File: src/rtl/vga_scan_pkg.sv
// Shared VGA 640x480@60 timing defaults and helpers.
// Totals must stay at or below 1024 so they fit the 10-bit counters.
package vga_scan_pkg;

  localparam int CW = 10;

  localparam int CLK_DIV_DEF  = 2;
  localparam int H_SYNC_DEF   = 96;
  localparam int H_BP_DEF     = 48;
  localparam int H_ACTIVE_DEF = 640;
  localparam int H_FP_DEF     = 16;
  localparam int V_SYNC_DEF   = 2;
  localparam int V_BP_DEF     = 33;
  localparam int V_ACTIVE_DEF = 480;
  localparam int V_FP_DEF     = 10;

  localparam int H_TOTAL_DEF =
    H_SYNC_DEF + H_BP_DEF + H_ACTIVE_DEF + H_FP_DEF;
  localparam int V_TOTAL_DEF =
    V_SYNC_DEF + V_BP_DEF + V_ACTIVE_DEF + V_FP_DEF;
  localparam int H_ACT_START_DEF = H_SYNC_DEF + H_BP_DEF;
  localparam int V_ACT_START_DEF = V_SYNC_DEF + V_BP_DEF;

  // Half-open window test: lo <= c < hi.
  function automatic logic in_win(
    input logic [CW-1:0] c,
    input logic [CW-1:0] lo,
    input logic [CW-1:0] hi
  );
    return (c >= lo) && (c < hi);
  endfunction

endpackage

File: src/rtl/vga_scan_pix_div.sv
// Pixel-clock divider: one-sysclk pix_ce strobe every CLK_DIV cycles.
// pix_ce is registered so it reads 0 while reset is held.
module vga_pix_div
  import vga_scan_pkg::*;
#(
  parameter int CLK_DIV = CLK_DIV_DEF
) (
  input  logic sysclk,
  input  logic rst_n,
  output logic pix_ce
);

  localparam int DW = (CLK_DIV > 1) ? $clog2(CLK_DIV) : 1;
  localparam logic [DW-1:0] DMAX = DW'(CLK_DIV - 1);

  logic [DW-1:0] div_cnt_q;
  logic [DW-1:0] div_cnt_d;
  logic          pix_ce_q;
  logic          pix_ce_d;

  always_comb begin
    div_cnt_d = div_cnt_q + 1'b1;
    if (div_cnt_q == DMAX) begin
      div_cnt_d = '0;
    end
    pix_ce_d = (div_cnt_d == DMAX);
  end

  always_ff @(posedge sysclk or negedge rst_n) begin
    if (!rst_n) begin
      div_cnt_q <= '0;
      pix_ce_q  <= 1'b0;
    end else begin
      div_cnt_q <= div_cnt_d;
      pix_ce_q  <= pix_ce_d;
    end
  end

  assign pix_ce = pix_ce_q;

endmodule

File: src/rtl/vga_scan.sv
// Raster timing generator and registered video output stage.
// hsync, vsync and vga_rgb show the pixel at display_addr one tick late.
module vga_scan
  import vga_scan_pkg::*;
#(
  parameter int CLK_DIV  = CLK_DIV_DEF,
  parameter int H_SYNC   = H_SYNC_DEF,
  parameter int H_BP     = H_BP_DEF,
  parameter int H_ACTIVE = H_ACTIVE_DEF,
  parameter int H_FP     = H_FP_DEF,
  parameter int V_SYNC   = V_SYNC_DEF,
  parameter int V_BP     = V_BP_DEF,
  parameter int V_ACTIVE = V_ACTIVE_DEF,
  parameter int V_FP     = V_FP_DEF
) (
  input  logic        sysclk,
  input  logic        rst_n,
  input  logic [2:0]  display_data,
  output logic [19:0] display_addr,
  output logic        hsync,
  output logic        vsync,
  output logic [2:0]  vga_rgb,
  output logic        pix_ce,
  output logic        frame_start
);

  localparam int H_TOTAL = H_SYNC + H_BP + H_ACTIVE + H_FP;
  localparam int V_TOTAL = V_SYNC + V_BP + V_ACTIVE + V_FP;

  localparam logic [CW-1:0] H_MAX   = CW'(H_TOTAL - 1);
  localparam logic [CW-1:0] V_MAX   = CW'(V_TOTAL - 1);
  localparam logic [CW-1:0] H_SW    = CW'(H_SYNC);
  localparam logic [CW-1:0] V_SW    = CW'(V_SYNC);
  localparam logic [CW-1:0] H_ACT_S = CW'(H_SYNC + H_BP);
  localparam logic [CW-1:0] H_ACT_E = CW'(H_SYNC + H_BP + H_ACTIVE);
  localparam logic [CW-1:0] V_ACT_S = CW'(V_SYNC + V_BP);
  localparam logic [CW-1:0] V_ACT_E = CW'(V_SYNC + V_BP + V_ACTIVE);

  logic [CW-1:0] h_cnt_q;
  logic [CW-1:0] h_cnt_d;
  logic [CW-1:0] v_cnt_q;
  logic [CW-1:0] v_cnt_d;
  logic [2:0]    rgb_q;
  logic [2:0]    rgb_d;
  logic          hs_q;
  logic          hs_d;
  logic          vs_q;
  logic          vs_d;
  logic          fs_q;
  logic          fs_d;
  logic          act;

  vga_pix_div #(
    .CLK_DIV (CLK_DIV)
  ) u_div (
    .sysclk (sysclk),
    .rst_n  (rst_n),
    .pix_ce (pix_ce)
  );

  assign act = in_win(h_cnt_q, H_ACT_S, H_ACT_E)
            && in_win(v_cnt_q, V_ACT_S, V_ACT_E);

  always_comb begin
    h_cnt_d = h_cnt_q;
    v_cnt_d = v_cnt_q;
    rgb_d   = rgb_q;
    hs_d    = hs_q;
    vs_d    = vs_q;
    fs_d    = 1'b0;
    if (pix_ce) begin
      if (h_cnt_q == H_MAX) begin
        h_cnt_d = '0;
        if (v_cnt_q == V_MAX) begin
          v_cnt_d = '0;
        end else begin
          v_cnt_d = v_cnt_q + 10'd1;
        end
      end else begin
        h_cnt_d = h_cnt_q + 10'd1;
      end
      // Output stage samples the pixel currently addressed.
      rgb_d = act ? display_data : 3'b000;
      hs_d  = ~(h_cnt_q < H_SW);
      vs_d  = ~(v_cnt_q < V_SW);
      fs_d  = (h_cnt_q == '0) && (v_cnt_q == '0);
    end
  end

  always_ff @(posedge sysclk or negedge rst_n) begin
    if (!rst_n) begin
      h_cnt_q <= '0;
      v_cnt_q <= '0;
      rgb_q   <= 3'b000;
      hs_q    <= 1'b1;
      vs_q    <= 1'b1;
      fs_q    <= 1'b0;
    end else begin
      h_cnt_q <= h_cnt_d;
      v_cnt_q <= v_cnt_d;
      rgb_q   <= rgb_d;
      hs_q    <= hs_d;
      vs_q    <= vs_d;
      fs_q    <= fs_d;
    end
  end

  assign display_addr = {h_cnt_q, v_cnt_q};
  assign hsync        = hs_q;
  assign vsync        = vs_q;
  assign vga_rgb      = rgb_q;
  assign frame_start  = fs_q;

endmodule

File: config.mk
export PLATFORM = sky130hd
export DESIGN_NAME = vga_scan
export DESIGN_NICKNAME = d
export VERILOG_FILES = /design/src/rtl/vga_scan_pkg.sv /design/src/rtl/vga_scan_pix_div.sv /design/src/rtl/vga_scan.sv
export SDC_FILE = /design/constraint.sdc
export NUM_CORES = 1
export LEC_CHECK = 0
export BUFFER_PORTS_ARGS = -buffer_cell sky130_fd_sc_hd__buf_2
export CAP_MARGIN = 10
export CELL_PAD_IN_SITES_DETAIL_PLACEMENT = 1
export CELL_PAD_IN_SITES_GLOBAL_PLACEMENT = 1
export CORE_ASPECT_RATIO = 0.75
export CORE_MARGIN = 2
export CORE_UTILIZATION = 40
export CTS_CLUSTER_SIZE = 40
export DETAILED_ROUTE_END_ITERATION = 8
export PLACE_DENSITY = 0.89
export SLEW_MARGIN = 20
export SYNTH_ARGS = -nofsm -noshare
export SYNTH_HDL_FRONTEND = slang
export SYNTH_SLANG_ARGS = --single-unit
export TNS_END_PERCENT = 30
File: constraint.sdc
create_clock -name sysclk -period 2.6 [get_ports sysclk]
set_input_delay 0 -clock sysclk [delete_from_list [all_inputs] [get_ports sysclk]]
set_output_delay 0 -clock sysclk [all_outputs]
set_load 0.02 [all_outputs]
==> reports/metrics.yaml <==
hpwl_microns: 3020
fin_ws_ps: 292
hold_violations: 0
clk_latency_ps: 280
slew_viol_final: 0
clkSinkCount: 27
wirelength_microns: 4100
ys_seq_area_frac: 0.495
worst-path-buf-inv: 0
utilization: 0.510
worstSetupPathDepth: 4
synth_top_family_by_area: "simple AND/OR/NAND/NOR gates"
grtUsageMet2: 0.401
cts_root_buf: "clkbuf_8"
crit_path_cell_trace: "or4b_1, or4_4, or4_1, a21oi_1"
yosysTopAreaCell: "dfrtp_1"
fp.dieW_microns: 71.6
top_usage_layer: "met2"
gp_congestion: 0.839
grt-ovfl-total: 0
pre_cts_slack_ps: 337
fin_hold_ws_ps: 250
drt-pass1-iter-count: 4
cts_setup_buffers: 0
grt_max_degree: 28
clk_pin_slew_worst_paths_ps: 100
max_cap_viol_count: 0
numCtsBuffers: 3
cp_data_required_time_ps: 2810
ys_ff_latch: 27
drt_iter0_markers: 106
avgRoutedWirePerCell_microns: 18.9
layout-drive-gt1-share: 0.237
status: "complete, no violations"
diodes: 0
crit_family: "simple AND/OR/NAND/NOR gates"
drc: 0
ys_types: 37
core.rowCount: 18
ys.warnings.count: 0
start_util: 0.417
p_leak_nw: 0.825
r2r_setup_slack_ps: 290
tns_ps: 0
reg2reg_from: "h_cnt_q[7]$_DFFE_PN0P_"
finalSetupViolations: 0
fin_crit_sh: 0.888
area_growth_pct: 22.2
antenna_found_initial: 0
synth_xor_area_frac: 0.0830
synth_fa_ha_area_frac: 0.0365
synthCells: 138
timing.fmax_mhz: 433
grt_use_total: 0.231
end_kind: "flip-flop"
power.density_nw_per_um2: 411
synth_top_area_share: 0.456
cp_slowest_cell: "or4b_1"
vias_per_cell: 5.79
hp-class: "in -> async"
skew_ps: 6.95
path_max_fanout: 8
crit_path_max_incr_delay_ps: 560
synthArstFlopShare: 1.00
place_area_sq_um: 1590
worst_pin_slew_ps: 614
die_h_microns: 54.7
syn_nets: 147
ff2ff_path_depth: 4
ant_nets: 0
synth_ff_type: "dfrtp_1"
grt_util_met3: 0.0479
grt_first_pass_wirelength_microns: 6680
critPathLaunchType: "flip-flop"
dr_total_vias: 1256
finalInstanceArea_sq_um: 1680
layout.nets: 187
rr_endpoint: "v_cnt_q[9]$_DFFE_PN0P_"
pin_count: 32
cts_tree: "built"
grt_pass1_vias: 1325
cts_resized: 0
crit_type: "reg -> reg"
met1_usage: 0.297
syn_area_per_cell_sq_um: 9.94
synth.area.top_cells: "dfrtp_1, xnor2_1, dfstp_2"
crit_arrival_ps: 2510
synth_compound_area_frac: 0.110
port_buffers: 31
synth_area_sq_um: 1370
synth_edf_count: 0
relSlewSlack: 0.591
fin_crit_ps: 2310
htreeDepth: 1
synth_mux_area_frac: 0
rsz0062_at_grt: "false"
peakVddDrop_mv: 0.309
coreArea_sq_um: 3290
die_area_sq_um: 3920
synthSimpleGateAreaFrac: 0.239
clockBufferDepth: 2
registers in the layout, summed over array words and instances (netlist names):
name,count
vga_rgb,3
hsync,1
h_cnt_q,10
u_div.pix_ce,1
v_cnt_q,10
frame_start,1
vsync,1
through the flow:
stage / instances / power (mW)
floorplan: 138 / 0.429
global placement: 209 / 0.440
detailed placement: 209 / 0.441
CTS: 217 / 0.695
global route: 217 / 0.717
finish: 217 / 0.688
worst max path at each step:
stage / start / endpoint / slack [ps]
global route: h_cnt_q[7]$_DFFE_PN0P_ / v_cnt_q[9]$_DFFE_PN0P_ / 190
detailed placement: h_cnt_q[7]$_DFFE_PN0P_ / v_cnt_q[9]$_DFFE_PN0P_ / 340
floorplan: h_cnt_q[6]$_DFFE_PN0P_ / v_cnt_q[9]$_DFFE_PN0P_ / 240
global placement: h_cnt_q[7]$_DFFE_PN0P_ / v_cnt_q[9]$_DFFE_PN0P_ / 400
finish: h_cnt_q[7]$_DFFE_PN0P_ / v_cnt_q[9]$_DFFE_PN0P_ / 290
CTS: h_cnt_q[7]$_DFFE_PN0P_ / v_cnt_q[9]$_DFFE_PN0P_ / 300
logic make-up (layout without fill, tap and decap cells):
group | count (synthesis) | after routing
and+or+nand+nor | 59 | 59
DFF | 27 | 27
AOI/OAI and AO/OA | 22 | 22
xor gates and xnor gates | 13 | 13
buffers and inverters | 13 | 52
adders and majority gates | 4 | 4
synth_stat cells, types with 3 or more instances:
cell type	instances
nor4_1	7
xnor2_1	9
nand3_1	10
inv_1	10
nor2_1	9
ha_1	4
nand2_1	9
nor3_1	5
dfrtp_1	25
o21ai_0	7
nand4_1	6
o2bb2ai_1	3
xor2_1	4
area by class of cell:
class	count	area (sq um)
fill	402	1610
sequential	27	678
multi-input combinational	98	643
timing repair buffer	38	218
tap	40	50.0
clock buffer	3	41.3
inverter	10	37.5
clock inverter	1	7.51
routing by layer:
layer / routed length [microns] / up-vias
met5: 0 / -
met4: 55 / 0
met3: 170 / 6
met2: 2070 / 42
met1: 1810 / 628
li1: - / 580
layout by cell type (no fill, tap or decap), types with 2 or more instances in the layout:
cell	n
buf_2	31
dfrtp_1	25
inv_1	10
nand3_1	10
nor2_1	9
nand2_1	9
xnor2_1	9
nor4_1	7
o21ai_0	7
nand4_1	6
nor3_1	5
xor2_1	4
ha_1	4
dlygate4sd3_1	4
o2bb2ai_1	3
clkbuf_8	3
buf_4	3
or3_1	2
and4_1	2
o31ai_1	2
a21oi_1	2
dfstp_2	2
repair_timing:
action,CTS,global route
hold buffers,4,0
endpoints found under the setup margin,0,0
endpoints found under the hold margin,28,0
report_power, final:
group          total (mW)  switching, mW  leakage, nW  internal (mW)
clock network       0.252          0.143       0.0217          0.109
logic              0.0165         0.0102        0.448        0.00637
registers           0.420              0        0.356          0.420
Note: power is estimated with default switching activity, not from simulation.
